--- src/rtl/div_unit_pkg.sv ---
// Shared constants and types for the multi-cycle integer divider.
// Opcode values are decoded upstream into start_i/signed_i; listed here for reference.
// Also holds the FSM state encoding, the iteration count and an operand helper.
package div_unit_pkg;

  // ALU opcodes that select this unit (decoded outside the divider)
  localparam logic [7:0] EXE_DIV_OP  = 8'b0001_1010;
  localparam logic [7:0] EXE_DIVU_OP = 8'b0001_1011;

  // One quotient bit per iteration, 32-bit operands
  localparam int DIV_ITER = 32;

  typedef enum logic [1:0] {
    DIV_IDLE = 2'd0,
    DIV_BUSY = 2'd1,
    DIV_DONE = 2'd2
  } div_state_t;

  // Magnitude of an operand; only treated as signed when the op is DIV.
  // 0x80000000 maps onto itself, which is the correct unsigned magnitude.
  function automatic logic [31:0] abs_op(input logic [31:0] v, input logic sgn);
    return (sgn && v[31]) ? (~v + 32'd1) : v;
  endfunction

endpackage

--- src/rtl/div_unit_if.sv ---
// Execute-stage handshake bundle between the pipeline and the divider.
// start_i is held while stalled; stall_o feeds the hazard unit directly.
// master = pipeline side, slave = divider side.
interface div_unit_if;
  logic        start_i;
  logic        signed_i;
  logic [31:0] a_i;
  logic [31:0] b_i;
  logic        annul_i;
  logic        stall_o;
  logic        ready_o;
  logic [63:0] result_o;

  modport master (
    output start_i, signed_i, a_i, b_i, annul_i,
    input  stall_o, ready_o, result_o
  );

  modport slave (
    input  start_i, signed_i, a_i, b_i, annul_i,
    output stall_o, ready_o, result_o
  );
endinterface

--- src/rtl/div_unit_iter.sv ---
// One restoring-division step: shift the 64-bit partial remainder left, trial-subtract {div,0}.
// Latency: combinational, no state.
// Backpressure: none; the caller decides when to register the step.
module div_iter (
  input  logic [63:0] i_rem,
  input  logic [31:0] i_div,
  output logic [63:0] o_rem,
  output logic        o_q
);

  // 65 bits so the bit shifted out of the top still takes part in the compare
  logic [64:0] w_sh;
  logic        w_ge;
  logic [31:0] w_trial;

  assign w_sh    = {i_rem, 1'b0};
  assign w_ge    = (w_sh[64:32] >= {1'b0, i_div});
  // The kept difference is always below the divisor, so 32 bits are enough
  assign w_trial = w_sh[63:32] - i_div;

  assign o_q   = w_ge;
  // Bit 0 is left at zero; the caller ORs the quotient bit in
  assign o_rem = {(w_ge ? w_trial : w_sh[63:32]), w_sh[31:0]};

endmodule

--- src/rtl/div_unit.sv ---
// 32-bit DIV/DIVU, restoring algorithm on magnitudes, sign fix-up on completion.
// Latency: 33 stall cycles, result in cycle 33 (1 stall cycle for b==0 with DIV_ZERO_FAST_EN).
// Backpressure: stall_o holds the pipeline while busy; annul_i/rst abort to IDLE immediately.
module div_unit
  import div_unit_pkg::*;
(
  input  logic       clk,
  input  logic       rst,
  div_unit_if.slave  bus
);

  div_state_t  r_state;
  div_state_t  w_state_nxt;
  logic [5:0]  r_cnt;
  logic [63:0] r_rem;
  logic [31:0] r_b;
  logic [31:0] r_a_raw;
  logic        r_q_neg;
  logic        r_r_neg;
  logic        r_b_zero;
  logic [63:0] r_result;

  logic        w_start;
  logic        w_last;
  logic        w_kill;
  logic        w_b_zero_in;
  logic [63:0] w_iter_rem;
  logic        w_iter_q;
  logic [63:0] w_rem_step;
  logic [31:0] w_hi;
  logic [31:0] w_lo;
  logic [63:0] w_final;

  assign w_kill      = bus.annul_i | rst;
  assign w_start     = (r_state == DIV_IDLE) & bus.start_i & ~w_kill;
  assign w_last      = (r_state == DIV_BUSY) & (r_cnt == 6'(DIV_ITER - 1));
  assign w_b_zero_in = (bus.b_i == 32'd0);

  div_iter u_iter (
    .i_rem (r_rem),
    .i_div (r_b),
    .o_rem (w_iter_rem),
    .o_q   (w_iter_q)
  );

  assign w_rem_step = w_iter_rem | {63'd0, w_iter_q};

  // Sign fix-up on the final step; a zero divisor bypasses it with the fixed hi/lo pattern
  assign w_hi    = r_r_neg ? (~w_rem_step[63:32] + 32'd1) : w_rem_step[63:32];
  assign w_lo    = r_q_neg ? (~w_rem_step[31:0] + 32'd1) : w_rem_step[31:0];
  assign w_final = r_b_zero ? {r_a_raw, 32'hFFFF_FFFF} : {w_hi, w_lo};

  // State register
  always_ff @(posedge clk) begin
    if (rst) r_state <= DIV_IDLE;
    else     r_state <= w_state_nxt;
  end

  // Next state; DONE always returns to IDLE so the held start_i cannot retrigger
  always_comb begin
    w_state_nxt = r_state;
    case (r_state)
      DIV_IDLE: begin
        if (w_start) begin
`ifdef DIV_ZERO_FAST_EN
          w_state_nxt = w_b_zero_in ? DIV_DONE : DIV_BUSY;
`else
          w_state_nxt = DIV_BUSY;
`endif
        end
      end
      DIV_BUSY: if (w_last) w_state_nxt = DIV_DONE;
      DIV_DONE: w_state_nxt = DIV_IDLE;
      default:  w_state_nxt = DIV_IDLE;
    endcase
    if (bus.annul_i) w_state_nxt = DIV_IDLE;
  end

  // Operand latch, iteration and result capture
  always_ff @(posedge clk) begin
    if (rst) begin
      r_cnt    <= 6'd0;
      r_rem    <= 64'd0;
      r_b      <= 32'd0;
      r_a_raw  <= 32'd0;
      r_q_neg  <= 1'b0;
      r_r_neg  <= 1'b0;
      r_b_zero <= 1'b0;
      r_result <= 64'd0;
    end else begin
      if (w_start) begin
        r_cnt    <= 6'd0;
        r_rem    <= {32'd0, abs_op(bus.a_i, bus.signed_i)};
        r_b      <= abs_op(bus.b_i, bus.signed_i);
        r_a_raw  <= bus.a_i;
        r_q_neg  <= bus.signed_i & (bus.a_i[31] ^ bus.b_i[31]);
        r_r_neg  <= bus.signed_i & bus.a_i[31];
        r_b_zero <= w_b_zero_in;
`ifdef DIV_ZERO_FAST_EN
        if (w_b_zero_in) r_result <= {bus.a_i, 32'hFFFF_FFFF};
`endif
      end
      if ((r_state == DIV_BUSY) && !bus.annul_i) begin
        r_rem <= w_rem_step;
        r_cnt <= r_cnt + 6'd1;
        if (w_last) r_result <= w_final;
      end
    end
  end

  assign bus.stall_o  = (w_start | (r_state == DIV_BUSY)) & ~w_kill;
  assign bus.ready_o  = (r_state == DIV_DONE) & ~w_kill;
  assign bus.result_o = r_result;

endmodule
--- src/flat_wrapper.sv ---
// flat-port wrapper written by rule: the top's interface ports become plain ports
module div_unit_flat import div_unit_pkg::*;
  (clk, rst, bus_start_i, bus_signed_i, bus_a_i, bus_b_i, bus_annul_i, bus_stall_o, bus_ready_o, bus_result_o);
  div_unit_if bus_i ();
  input  logic clk;
  input  logic rst;
  input wire logic [$bits(bus_i.start_i)-1:0] bus_start_i;
  input wire logic [$bits(bus_i.signed_i)-1:0] bus_signed_i;
  input wire logic [$bits(bus_i.a_i)-1:0] bus_a_i;
  input wire logic [$bits(bus_i.b_i)-1:0] bus_b_i;
  input wire logic [$bits(bus_i.annul_i)-1:0] bus_annul_i;
  output wire logic [$bits(bus_i.stall_o)-1:0] bus_stall_o;
  output wire logic [$bits(bus_i.ready_o)-1:0] bus_ready_o;
  output wire logic [$bits(bus_i.result_o)-1:0] bus_result_o;
  assign bus_i.start_i = bus_start_i;
  assign bus_i.signed_i = bus_signed_i;
  assign bus_i.a_i = bus_a_i;
  assign bus_i.b_i = bus_b_i;
  assign bus_i.annul_i = bus_annul_i;
  assign bus_stall_o = bus_i.stall_o;
  assign bus_ready_o = bus_i.ready_o;
  assign bus_result_o = bus_i.result_o;
  div_unit u_core (.clk(clk), .rst(rst), .bus(bus_i));
endmodule
--- config.mk ---
export PLATFORM = sky130hd
export DESIGN_NAME = div_unit_flat
export DESIGN_NICKNAME = d
export VERILOG_FILES = /design/src/rtl/div_unit_pkg.sv /design/src/rtl/div_unit_if.sv /design/src/rtl/div_unit_iter.sv /design/src/rtl/div_unit.sv /design/src/flat_wrapper.sv
export SDC_FILE = /design/constraint.sdc
export NUM_CORES = 1
export LEC_CHECK = 0
export ABC_AREA = 1
export ABC_CLOCK_PERIOD_IN_PS = 4800
export CORE_UTILIZATION = 55
export CTS_CLUSTER_DIAMETER = 50
export DETAILED_ROUTE_END_ITERATION = 7
export PLACE_DENSITY = 0.79
export SLEW_MARGIN = 15
export SYNTH_ARGS = -nofsm -noshare
export SYNTH_HDL_FRONTEND = slang
export SYNTH_SLANG_ARGS = --single-unit
--- constraint.sdc ---
create_clock -name clk -period 4.8 [get_ports clk]
set_input_delay 0.72 -clock clk [delete_from_list [all_inputs] [get_ports clk]]
set_output_delay 0.72 -clock clk [all_outputs]
set_load 0.01 [all_outputs]
* After elaboration in Yosys (flattened, before gate mapping) *
Cells that the tools add are included.

cells by class
  bitwise gates (word level) = 16
  equality and inequality tests = 5
  magnitude comparators = 1
  reduce and logical (&&, ||, !) cells = 10
  mux-type cells = 13
  add/subtract/negate cells = 6

operators by type and width
  operator                                               number
  2-to-1 mux 64 bit                                      3
  2-to-1 mux 32 bit                                      5
  adder 32 x 1 -> 32 bit, second input constant          4
  NOT 32 bit                                             4
  OR 64 x 1 -> 64 bit                                    1
  >= comparator 33 x 32 -> 1 bit                         1
  logical NOT 32 bit                                     1
  subtractor 32 bit                                      1
  2-to-1 mux 6 bit                                       2
  bitwise AND 1 bit                                      7
  adder 6 x 1 -> 6 bit, second input constant            1
  equality test 6 x 5 -> 1 bit, second input constant    1
  2-to-1 mux 2 bit                                       2
  inequality test 2 x 1 -> 1 bit, second input constant  2
  one-hot mux 2 bit (2 select lines)                     1
  AND reduction 2 bit                                    2
  logical AND 1 bit                                      3
  equality test 2 x 1 -> 1 bit, second input constant    1
  equality test 2 bit, second input constant             1
  logical NOT 2 bit                                      1
  OR 1 bit                                               2
  nonzero test 2 bit                                     1
  OR reduction 2 bit                                     1
  logical NOT 1 bit                                      1
  2 further kinds                                        2

word-level totals
  bits of input ports = 69
  output and inout bits = 66
  word-level logic and storage cells = 60
  register bits = 203

* Logic depth before layout (Yosys ltp) *
Gate-level depths: netlist of the first run.

  depth in word-level cells = 7
  gate-level depth with buffers = 30

* Hierarchy *
From an unflattened synthesis of the first run, not the netlist that was laid out.

unflattened totals
  cell total of the unflattened synthesis = 2,418
  area total of the unflattened synthesis = 14,715.4 µm²

modules (own cells, without submodules)
  module    area each (µm²)  instances  sequential area each (µm²)  cells each
  div_unit  11,272.1         1          4,063.9                     1,728
  div_iter  3,443.3          1          0.0                         690

* Worst setup path before layout of the first run *
No wires, ideal clock.

  kind = register -> register
  from = register u_core.r_b[3]
  to = register u_core.r_result[24] (netlist: u_core.bus.result_o[24])
  buffers on the path = 1
  arrival = 3,214 ps
  slack = 1,470 ps
  required time = 4,684 ps
  stages on the path, launching flop included = 28
  cell sequence = dfxtp_1 -> inv_1 -> ha_1 -> nand2_2 -> inv_1 -> nand2_1 -> nand2_1 -> nand2_1 -> nand3_2 -> nand2_2 -> nand2_2 -> nand2_4 -> nand2_4 -> buf_8 -> clkinv_2 -> ha_1 -> inv_1 -> nor3_1 -> inv_1 -> nor3_1 -> nand3_1 -> inv_1 -> nand3_1 -> nand3b_1 -> o41ai_1 -> xor2_1 -> o21ai_0 -> inv_1

on the way
  word-level cells in the longest chain between the ends = 6

RTL lines
  what                            RTL line             text
  start, declared                 div_unit.sv:16       logic [31:0] r_b;
  start signal, assigned          div_unit.sv:94       r_b <= abs_op(bus.b_i, bus.signed_i);
  >= comparator 33 x 32 -> 1 bit  div_unit_iter.sv:17  assign w_ge = (w_sh[64:32] >= {1'b0, i_div});
  OR 64 x 1 -> 64 bit             div_unit.sv:46       assign w_rem_step = w_iter_rem | {63'd0, w_iter_q};
  NOT 32 bit                      div_unit.sv:50       assign w_lo = r_q_neg ? (~w_rem_step[31:0] + 32'd1) : w_rem_step[31:0];
  adder 32 x 1 -> 32 bit          div_unit.sv:50
  2-to-1 mux 32 bit               div_unit.sv:50
  2-to-1 mux 64 bit               div_unit.sv:51       assign w_final = r_b_zero ? {r_a_raw, 32'hFFFF_FFFF} : {w_hi, w_lo};
  end signal, assigned            div_unit.sv:106      if (w_last) r_result <= w_final;
  end, declared                   div_unit.sv:21       logic [63:0] r_result;

No other way between the ends.
A chain may end at the register's enable or synchronous reset.

* Final worst setup path of the first run *
  from = register u_core.r_b[21]
  to = register u_core.r_result[56] (netlist: u_core.bus.result_o[56])

on the way
  word-level cells in the longest chain between the ends = 7
  elaborated cells between the ends (all ways) = 8
  those cells by class = add/sub (2); order compare (1); mux (3); bitwise (2)

RTL lines
  what                                                                        RTL line                                  text
  subtractor 32 bit / >= comparator 33 x 32 -> 1 bit (equally long branches)  div_unit_iter.sv:19, div_unit_iter.sv:17
  2-to-1 mux 32 bit (*)                                                       div_unit_iter.sv:23                       assign o_rem = {(w_ge ? w_trial : w_sh[63:32]), w_sh[31:0]};
  OR 64 x 1 -> 64 bit (*)                                                     div_unit.sv:46
  NOT 32 bit                                                                  div_unit.sv:49                            assign w_hi = r_r_neg ? (~w_rem_step[63:32] + 32'd1) : w_rem_step[63:32];
  adder 32 x 1 -> 32 bit                                                      div_unit.sv:49
  2-to-1 mux 32 bit (*)                                                       div_unit.sv:49
  2-to-1 mux 64 bit (*)                                                       div_unit.sv:51

Mark *: on every way between the ends. The rest lies on a longest branch, timed or not.

==> results of run 1 <==
worst register-to-register path, stage by stage (launching register included):
cell and delay [ns]:
dfxtp_1 0.30, inv_1 0.10, ha_1 0.44, nand2_1 0.14, nor2_1 0.25, nand2_1 0.12
nor2_1 0.20, nand2_4 0.25, nand2_4 0.14, buf_4 0.43, nand2_1 0.15, nand2_2 0.15
ha_1 0.19, nand3_1 0.10, nor2_1 0.10, nand2_1 0.15, nor2_1 0.14, nand3_1 0.13
nand2_2 0.15, nand2_1 0.07, nand2_1 0.06, nand3_1 0.08, nand2_1 0.10, a21oi_1 0.06
where the power goes:
part | internal (mW) | switching [mW] | leakage, nW
Clock | 1.12 | 0.794 | 0.400
Sequential | 1.74 | 0.0263 | 1.65
Combinational | 0.318 | 0.707 | 5.70
Total | 3.18 | 1.53 | 7.75
area by class of cell:
class	count	area (sq um)	share of cell area (%)
Sequential cell	203	4060	25.1
Antenna cell	1	2.50	0.0154
Clock inverter	12	140	0.865
Tap cell	324	405	2.50
Multi-Input combinational cell	1591	8070	49.8
Inverter	354	1330	8.21
Timing Repair Buffer	157	1510	9.31
Clock buffer	33	686	4.23
kinds of logic after synthesis:
logic type                 after synthesis
xor gates and xnor gates                71
DFF                                    203
buffers and inverters                  447
adders and majority gates               38
AOI/OAI and AO/OA                      446
and+or+nand+nor                       1036
cells in the mapped netlist, types with 2 or more instances:
cell and number:
o32ai_1 8, o221ai_1 10, buf_6 3, or2_2 9, buf_4 2, nor2_4 2, nor3_2 2, nor2_2 15
nor4_1 12, a211oi_1 2, ha_1 37, a21oi_1 135, nor2_1 191, clkbuf_1 70, o21ai_1 14, a31oi_1 24
o211ai_1 15, o31ai_1 3, o21ai_0 184, xnor2_1 18, nand2_2 27, o41ai_1 3, buf_1 15, nand2_1 557
nand3_2 4, nand3_1 158, inv_2 4, nor3_1 24, a221oi_1 4, a21boi_0 11, nand3b_1 6, o22ai_1 25
nand4_1 19, inv_1 347, dfxtp_1 203, clkinv_1 2, a21oi_2 3, nand2_4 2, and2_1 4, xor2_1 53
routing by layer:
layer | GRT usage [%] | part of all wire [%] | wire (microns) | vias up
met5 | 0 | 0.026 | 13 | -
met4 | 15.2 | 3.9 | 1960 | 2
met3 | 7.83 | 10 | 5150 | 138
met2 | 57.5 | 42 | 21300 | 830
met1 | 54.3 | 44 | 22100 | 7081
li1 | - | - | - | 7407
placed cells by master (no fill, tap or decap), types with 4 or more instances in the layout:
cell type        netlist  final
o32ai_1                8      8
nand3_1              158    157
o21ai_0              184    184
nand4_1               19     19
and2_1                 4      4
nand3b_1               6      6
nor3_1                24     24
o211ai_1              15     15
o21ai_1               14     14
nor2_1               191    191
nand2_1              557    556
a21boi_0              11     11
xor2_1                53     53
inv_2                  4      5
a21oi_1              135    135
xnor2_1               18     18
nor2_2                15     15
clkbuf_16              0     25
or2_2                  9      9
clkbuf_1              70      5
nand2_2               27     28
clkdlybuf4s50_1        0    133
ha_1                  37     37
dfxtp_1              203    203
buf_4                  2     23
o221ai_1              10     10
inv_1                347    346
o22ai_1               25     25
a221oi_1               4      4
nor4_1                12     12
nand3_2                4      4
a31oi_1               24     24
flip-flops by register name, indices dropped and copies added, names as in the netlist:
signal               flops
u_core.r_r_neg           1
u_core.bus.result_o     64
u_core.r_state           2
u_core.r_b_zero          1
u_core.r_q_neg           1
u_core.r_cnt             6
u_core.r_rem            64
u_core.r_a_raw          32
u_core.r_b              32
worst min path at each step:
stage	end	slack (ns)	cells past startpoint
after floorplan	u_core.r_a_raw[15]$_SDFFE_PP0P_	0.43	2
after global placement	u_core.r_a_raw[26]$_SDFFE_PP0P_	0.44	2
after detailed placement	u_core.r_a_raw[8]$_SDFFE_PP0P_	0.44	2
after CTS	u_core.r_a_raw[26]$_SDFFE_PP0P_	0.45	2
after global routing	u_core.r_a_raw[10]$_SDFFE_PP0P_	0.47	2
final	u_core.r_a_raw[10]$_SDFFE_PP0P_	0.45	2
==> results by stage, run 1 <==
Outcome:
- The run finished with clean final reports.

Clock network:
- The TritonCTS clock tree is built.
- The tree is rooted in a clkbuf_16.
- In this run the number of H-tree levels came out at 1.
- The source-to-sink clock delay at the later pin of the worst-skew pair is 0.54 ns.
- Buffers inserted to repair hold after CTS numbered 0.
- The clock transition time at the flip-flop clock pins of the worst setup and hold paths is 0.06 ns.
- The number of gates resized after CTS is 0.
- Buffers inserted during clock tree synthesis total 25.
- The clock sink total is 203.
- Counting along the longest clock path gives a buffer depth of 3.
- The number of setup buffers added after CTS is 0.

Floorplanning:
- 135 I/O pins were placed.
- Measured along the y axis, the die boundary spans 161 microns.
- In this run the core area contains 57 standard-cell rows.
- The die is 161 microns wide.
- The die covers 0.0258 sq mm.
- The core region is 0.0245 sq mm.
- The starting density of the core is 56.5%.

Finish:
- The number of filler instances in the final layout is 2247.
- Leaving out filler cells and counting taps, the final layout contains 2675.
- The layout net count is 2439.
- Measured on the finished design, the core utilization comes to 66.0%.
- The post-route netlist has 5.96% of its cells at a drive strength greater than 1.
- The finished cells cover 0.0162 sq mm.
- The synthesis-to-layout area growth is 17.0%.

Yosys:
- In the synthesized netlist, the number of instances is 2241.
- The fraction of post-synthesis cell area in the top cell type by area is 29.3%.
- The arithmetic-cell share of the synthesized area counting full adders, half adders and majority gates is 3.49%.
- The simple logic cell fraction of the synthesized area is 32.1%.
- The leading area contributor after synthesis is dfxtp_1.
- The post-synthesis average cell area is 6.18 sq um.
- The fraction of the mapped netlist area in compound gates is 18.0%.
- By area, the combinational part of the netlist is dominated by simple AND/OR/NAND/NOR gates.
- The xor and xnor area share after synthesis is 4.49%.
- The number of flops mapped to enable cells by yosys is 0.
- Summing every instance area after synthesis gives 0.0139 sq mm.
- During synthesis, Yosys emitted a total of 0 warnings.
- Sorting the synthesized cells by area gives the leading types as dfxtp_1 (29%), nand2_1 (15%), inv_1 (9.4%).
- The most used flip-flop cell after synthesis is dfxtp_1.
- Of all flip-flops after synthesis, the portion carrying an async set or reset was 0%.
- After synthesis, the netlist uses 54 different library cells.
- The number of nets in the synthesized netlist is 2348.
- The portion of synthesized area spent on multiplexers is 0%.
- Synthesis inferred 203 register bits.
- The sequential share of the synthesized area is 29.3%.

STA:
- The worst path uses 86.6% of the clock period.
- Setup violations remaining at the end of the flow were counted as 0.
- The relative max-transition margin is 25.2%.
- The worst setup skew after layout is 0.0129 ns.
- After layout, the minimum clock period comes to 4.16 ns.
- Setup total negative slack on the finished layout was measured at 0 ns.
- The post-route worst setup slack is 0.641 ns.
- The number of pins exceeding their max-slew limit in the final report is 0.
- For the pin with the worst max-slew slack, the measured transition is 1.12 ns.
- The timing-limited maximum frequency is 240 MHz.
- Final hold analysis gives a worst-case slack of 0.455 ns.
- The final hold violation count came to 0.
- Setup repair after global routing left no endpoint under its margin.

Global route:
- Entering global routing, the biggest net connects 106 pins.
- In the global route stage, overall resource usage came out at 38.6%.
- The wire length of the first global-routing pass is 78500 microns.
- The number of antenna violations at the first check in global routing is 1.
- The total overflow left after global routing is 0.
- The number of global-route vias before repair is 14300.

Route:
- After the first detailed-routing iteration, the DRC count stood at 2021.
- The average wire length per cell after detail routing is 18.9 microns.
- Summing over every cut layer, the via total after detailed routing is 15500.
- Wires add up to 50600 microns.
- The post-detailed-route count of antenna-violating nets is 0.
- The post-detailed-route DRC marker count is 0.
- The pre-antenna-repair detailed-routing pass consisted of 6 iterations.
- After detailed routing, the number of vias per cell comes to 5.78.

Placement:
- The pre-CTS worst setup slack is 0.781 ns.
- The placement-stage cell area is 0.0154 sq mm.
- The final estimated routing congestion in global placement is 1.01.
- Detailed placement finished with a half-perimeter wire length of 38400 microns.
- Counting tap cells, the placed design contains a total of 2629 instances.
- The number of input and output port buffers inserted is 134.

Critical path:
- The largest single stage delay on the critical path is 0.44 ns.
- The reg-to-reg critical path startpoint is u_core.r_b[21]$_SDFFE_PP0P_.
- In this run the number of cells on the critical path is 23.
- For the worst setup path, the data arrival time is 4.54 ns.
- The kind of end point of the critical path is a register.
- The critical path's most frequent cell is nand2_1.
- In this run the worst path has a maximum fanout of 40.
- Data on the critical path is required at its endpoint by 5.18 ns.
- The termination of the worst setup path is u_core.bus.result_o[56]$_SDFFE_PP0P_.
- The worst setup path is launched from a register.
- The critical path's slowest cell is ha_1.
- The internal reg-to-reg setup slack is 0.64 ns.
- Walking the worst path, the cells encountered are inv_1, ha_1, nand2_1, nor2_1, nand2_1, nor2_1, nand2_4, nand2_4, buf_4, nand2_1, nand2_2, ha_1, nand3_1, nor2_1, nand2_1, nor2_1, nand3_1, nand2_2, nand2_1, nand2_1, nand3_1, nand2_1, a21oi_1.
- In this run the critical register-to-register path is captured at u_core.bus.result_o[56]$_SDFFE_PP0P_.
- Among cell families on the critical path, the largest total delay comes from simple AND/OR/NAND/NOR gates.
- The critical path is of the reg2reg type.
- The number of buffer and inverter instances along the worst setup path is 2.
- The start point of the critical path is u_core.r_b[21]$_SDFFE_PP0P_.
- The count of cells along the worst register-to-register path is 23.

Pwr:
- In this run the static leakage power is 7.75 nW.
- Power spread over the standard cell area amounts to 290 mW/mm^2.
- The worst voltage drop across the vdd grid is 264 uV.
- The total chip power is 4.70 mW.

Worst hold path:
- The startpoint identified for the worst hold timing path is u_core.r_a_raw[10]$_SDFFE_PP0P_.
- The path class of the tightest hold or removal check is reg2reg.

Job:
- Across the run, the number of max-cap violations was 0.
Power figures use the tool's default switching activity.
==> inputs of run 2 (changes only) <==
- CORE_UTILIZATION: 55 -> 27
- PLACE_DENSITY: 0.79 -> 0.46
==> run 2 against run 1 <==
Compared with the run above: sequential power about the same; clock skew rose by 0.024 ns; die area grew 100%; non-clock buffer count grew 3; cell count up 14%; hold slack worse by 0.0025 ns; sequential share of layout area is 1.2 points lower; core utilization fell by 32 points; sequential cell count unchanged; routed wire length increased by 16%; first-iteration DRC count down 48%; cell area is 5.0% higher.
==> results by stage, run 2 (same netlist as run 1, synthesis figures left out) <==
Finish:
- The final non-filler cell area is 0.0170 sq mm (was 0.0162 sq mm).
- The number of filler instances in the final layout is 5555 (was 2247).
- The layout net count was 2452 (was 2439).
- The leading cell type in the layout, fill and taps excluded is nand2_1 (unchanged).
- The utilization after layout came to 33.8% (was 66.0%).
- The synthesis-to-layout area growth is 22.8% (was 17.0%).
- Commonest non-fill, non-tap cells in the layout: nand2_1 (556), inv_1 (347), dfxtp_1 (203) (was nand2_1 (556), inv_1 (346), dfxtp_1 (203)).
- The number of antenna diodes is 0 (was 1).
- The proportion of layout cells with a drive suffix above 1 came to 6.79% (was 5.96%).
- The count of placed standard cells in the final layout, fillers left out was 3042 (was 2675).

Clock network:
- The number of buffers inserted during clock tree synthesis is 35 (was 25).
- The hold buffer count at CTS is 0 (unchanged).
- The number of gates resized after CTS is 0 (unchanged).
- The post-CTS setup buffer count was 0 (unchanged).
- The count of H-tree levels built during CTS is 2 (was 1).
- The clock sink total was 203 (unchanged).
- The number of buffers between clock root and the deepest sink came to 3 (unchanged).
- The source-to-sink clock delay at the later pin of the worst-skew pair was 0.57 ns (was 0.54 ns).
- The clock transition time at the flip-flop clock pins of the worst setup and hold paths is 0.05 ns (was 0.06 ns).
- The TritonCTS clock tree is built (unchanged).
- The buffer cell driving the clock tree root is clkbuf_16 (unchanged).

Critical path:
- The kind of end point of the critical path is a register (unchanged).
- The element type at the critical path start is a register (unchanged).
- The critical path's slowest cell is ha_1 (unchanged).
- The maximum single-stage delay on the critical path came to 0.43 ns (was 0.44 ns).
- The worst flop-to-flop path endpoint is u_core.bus.result_o[57]$_SDFFE_PP0P_ (was u_core.bus.result_o[56]$_SDFFE_PP0P_).
- The count of cells along the worst register-to-register path is 25 (was 23).
- The termination of the worst setup path was u_core.bus.result_o[57]$_SDFFE_PP0P_ (was u_core.bus.result_o[56]$_SDFFE_PP0P_).
- The reg-to-reg critical path startpoint is u_core.r_b[17]$_SDFFE_PP0P_ (was u_core.r_b[21]$_SDFFE_PP0P_).
- The critical path's most frequent cell is nand2_1 (unchanged).
- The endpoint arrival time on the critical path is 4.31 ns (was 4.54 ns).
- The start point of the critical path is u_core.r_b[17]$_SDFFE_PP0P_ (was u_core.r_b[21]$_SDFFE_PP0P_).
- The required time of the critical path came to 5.19 ns (was 5.18 ns).
- The kind of critical path is reg2reg (unchanged).
- The internal reg-to-reg setup slack is 0.88 ns (was 0.64 ns).
- The maximum fanout count along the critical path was 22 (was 40).

Placement:
- The number of input and output port buffers inserted is 134 (unchanged).
- The final estimated routing congestion in global placement is 0.953 (was 1.01).
- The final HPWL from detailed placement is 44800 microns (was 38400 microns).
- The placement-stage cell area is 0.0159 sq mm (was 0.0154 sq mm).
- The pre-CTS worst setup slack came to 0.819 ns (was 0.781 ns).
- The instance count after placement with tap cells included came to 2980 (was 2629).

STA:
- RSZ-0062 raised after global routing: no (unchanged).
- The slew at the pin closest to its max-slew limit is 1.06 ns (was 1.12 ns).
- The smallest hold slack is 0.452 ns (was 0.455 ns).
- The timing-limited maximum frequency came to 255 MHz (was 240 MHz).
- The setup TNS is 0 ns (unchanged).
- The relative max-transition margin came to 29.3% (was 25.2%).
- The final setup violation count was 0 (unchanged).
- The final clock period utilization by the worst path is 81.7% (was 86.6%).
- The worst setup skew after layout is 0.0368 ns (was 0.0129 ns).
- The final hold violation count came to 0 (unchanged).
- The post-route worst setup slack is 0.876 ns (was 0.641 ns).
- The number of pins exceeding their max-slew limit in the final report is 0 (unchanged).
- The final critical path time including I/O delays and setup came to 3.92 ns (was 4.16 ns).

Floorplanning:
- The overall die width was 229 microns (was 161 microns).
- The starting density of the core is 27.5% (was 56.5%).
- The number of placement rows is 82 (was 57).
- The placeable core region is 0.0504 sq mm (was 0.0245 sq mm).
- The number of ports placed on the die boundary came to 135 (unchanged).
- The vertical extent of the die is 229 microns (was 161 microns).
- The die outline area is 0.0522 sq mm (was 0.0258 sq mm).

Route:
- The post-detailed-route DRC marker count came to 0 (unchanged).
- The post-detailed-route count of antenna-violating nets is 0 (unchanged).
- The average wire length per cell after detail routing was 19.3 microns (was 18.9 microns).
- The per-cell via count in the routed design is 4.88 (was 5.78).
- The number of optimization iterations in the first detailed-route pass is 5 (was 6).
- The wire length reported by the detailed router came to 58600 microns (was 50600 microns).
- The vias after detailed routing was 14900 (was 15500).
- The number of DRC violations after detailed-routing iteration 0 came to 1059 (was 2021).

Outcome:
- Outcome: finished clean (unchanged).

Global route:
- The number of antenna violations at the first check in global routing was 1 (unchanged).
- The pin count of the biggest net entering global routing is 109 (was 106).
- The number of global-route vias before repair came to 14400 (was 14300).
- The global-route congestion overflow total is 0 (unchanged).
- The wire length of the first global-routing pass came to 88900 microns (was 78500 microns).
- The global router's overall resource usage came to 22.3% (was 38.6%).

Worst hold path:
- The kind of path behind the tightest hold check was reg2reg (unchanged).

Pwr:
- The cell area power density was 311 mW/mm^2 (was 290 mW/mm^2).
- The total chip power came to 5.30 mW (was 4.70 mW).
- The leakage power summed over all cells is 7.94 nW (was 7.75 nW).
- The worst voltage drop across the vdd grid was 203 uV (was 264 uV).

Job:
- The count of max-cap constraint violations is 0 (unchanged).
==> run 2: changes by cell type in the layout (fill, tap and decap cells not counted), sizes merged <==
cell / before / now
clkbuf: 33 / 40
clkinv: 7 / 14
buf: 24 / 27
inv: 355 / 358
diode: 1 / 0
==> run 2: how the worst min path moves through the flow <==
stage | startpoint | end | depth (start not counted)
after floorplan | u_core.r_a_raw[15]$_SDFFE_PP0P_ | u_core.r_a_raw[15]$_SDFFE_PP0P_ | 2
after global placement | u_core.r_a_raw[25]$_SDFFE_PP0P_ | u_core.r_a_raw[25]$_SDFFE_PP0P_ | 2
after detailed placement | u_core.r_a_raw[10]$_SDFFE_PP0P_ | u_core.r_a_raw[10]$_SDFFE_PP0P_ | 2
after CTS | u_core.r_a_raw[10]$_SDFFE_PP0P_ | u_core.r_a_raw[10]$_SDFFE_PP0P_ | 2
after global routing | u_core.r_a_raw[16]$_SDFFE_PP0P_ | u_core.r_a_raw[16]$_SDFFE_PP0P_ | 2
final | u_core.r_a_raw[10]$_SDFFE_PP0P_ | u_core.r_a_raw[10]$_SDFFE_PP0P_ | 2
==> run 2: final cells by class <==
cell class	count	area [sq um]	share of cell area, %
clock inverter	22	231	1.36
multi-input combinational	1591	8070	47.4
timing repair buffer	160	1560	9.17
clock buffer	40	915	5.38
sequential	203	4060	23.9
tap	672	841	4.94
inverter	354	1330	7.82
==> run 2: routing by layer <==
layer | part of all wire (%) | GRT usage [%] | up-vias
met5 | 0 | 0 | -
met4 | 2.6 | 6.27 | 0
met3 | 4.7 | 3.57 | 79
met2 | 44 | 35.4 | 375
met1 | 49 | 30.9 | 6952
li1 | - | - | 7447
==> run 2: critical path, delay by kind of cell (launching register included) <==
kind	cells	cell delay [ns]
and+or+nand+nor	18	2.08
buffers and inverters	5	0.86
adders and majority gates	1	0.43
DFF	1	0.30
AOI/OAI and AO/OA	1	0.07
==> run 2: where the power goes <==
group / internal, mW / switching (mW) / total (mW) / leakage [nW]
logic: 0.320 / 0.713 / 1.03 / 5.73
clock network: 1.51 / 0.991 / 2.50 / 0.565
registers: 1.74 / 0.0266 / 1.76 / 1.65
total: 3.57 / 1.73 / 5.30 / 7.94
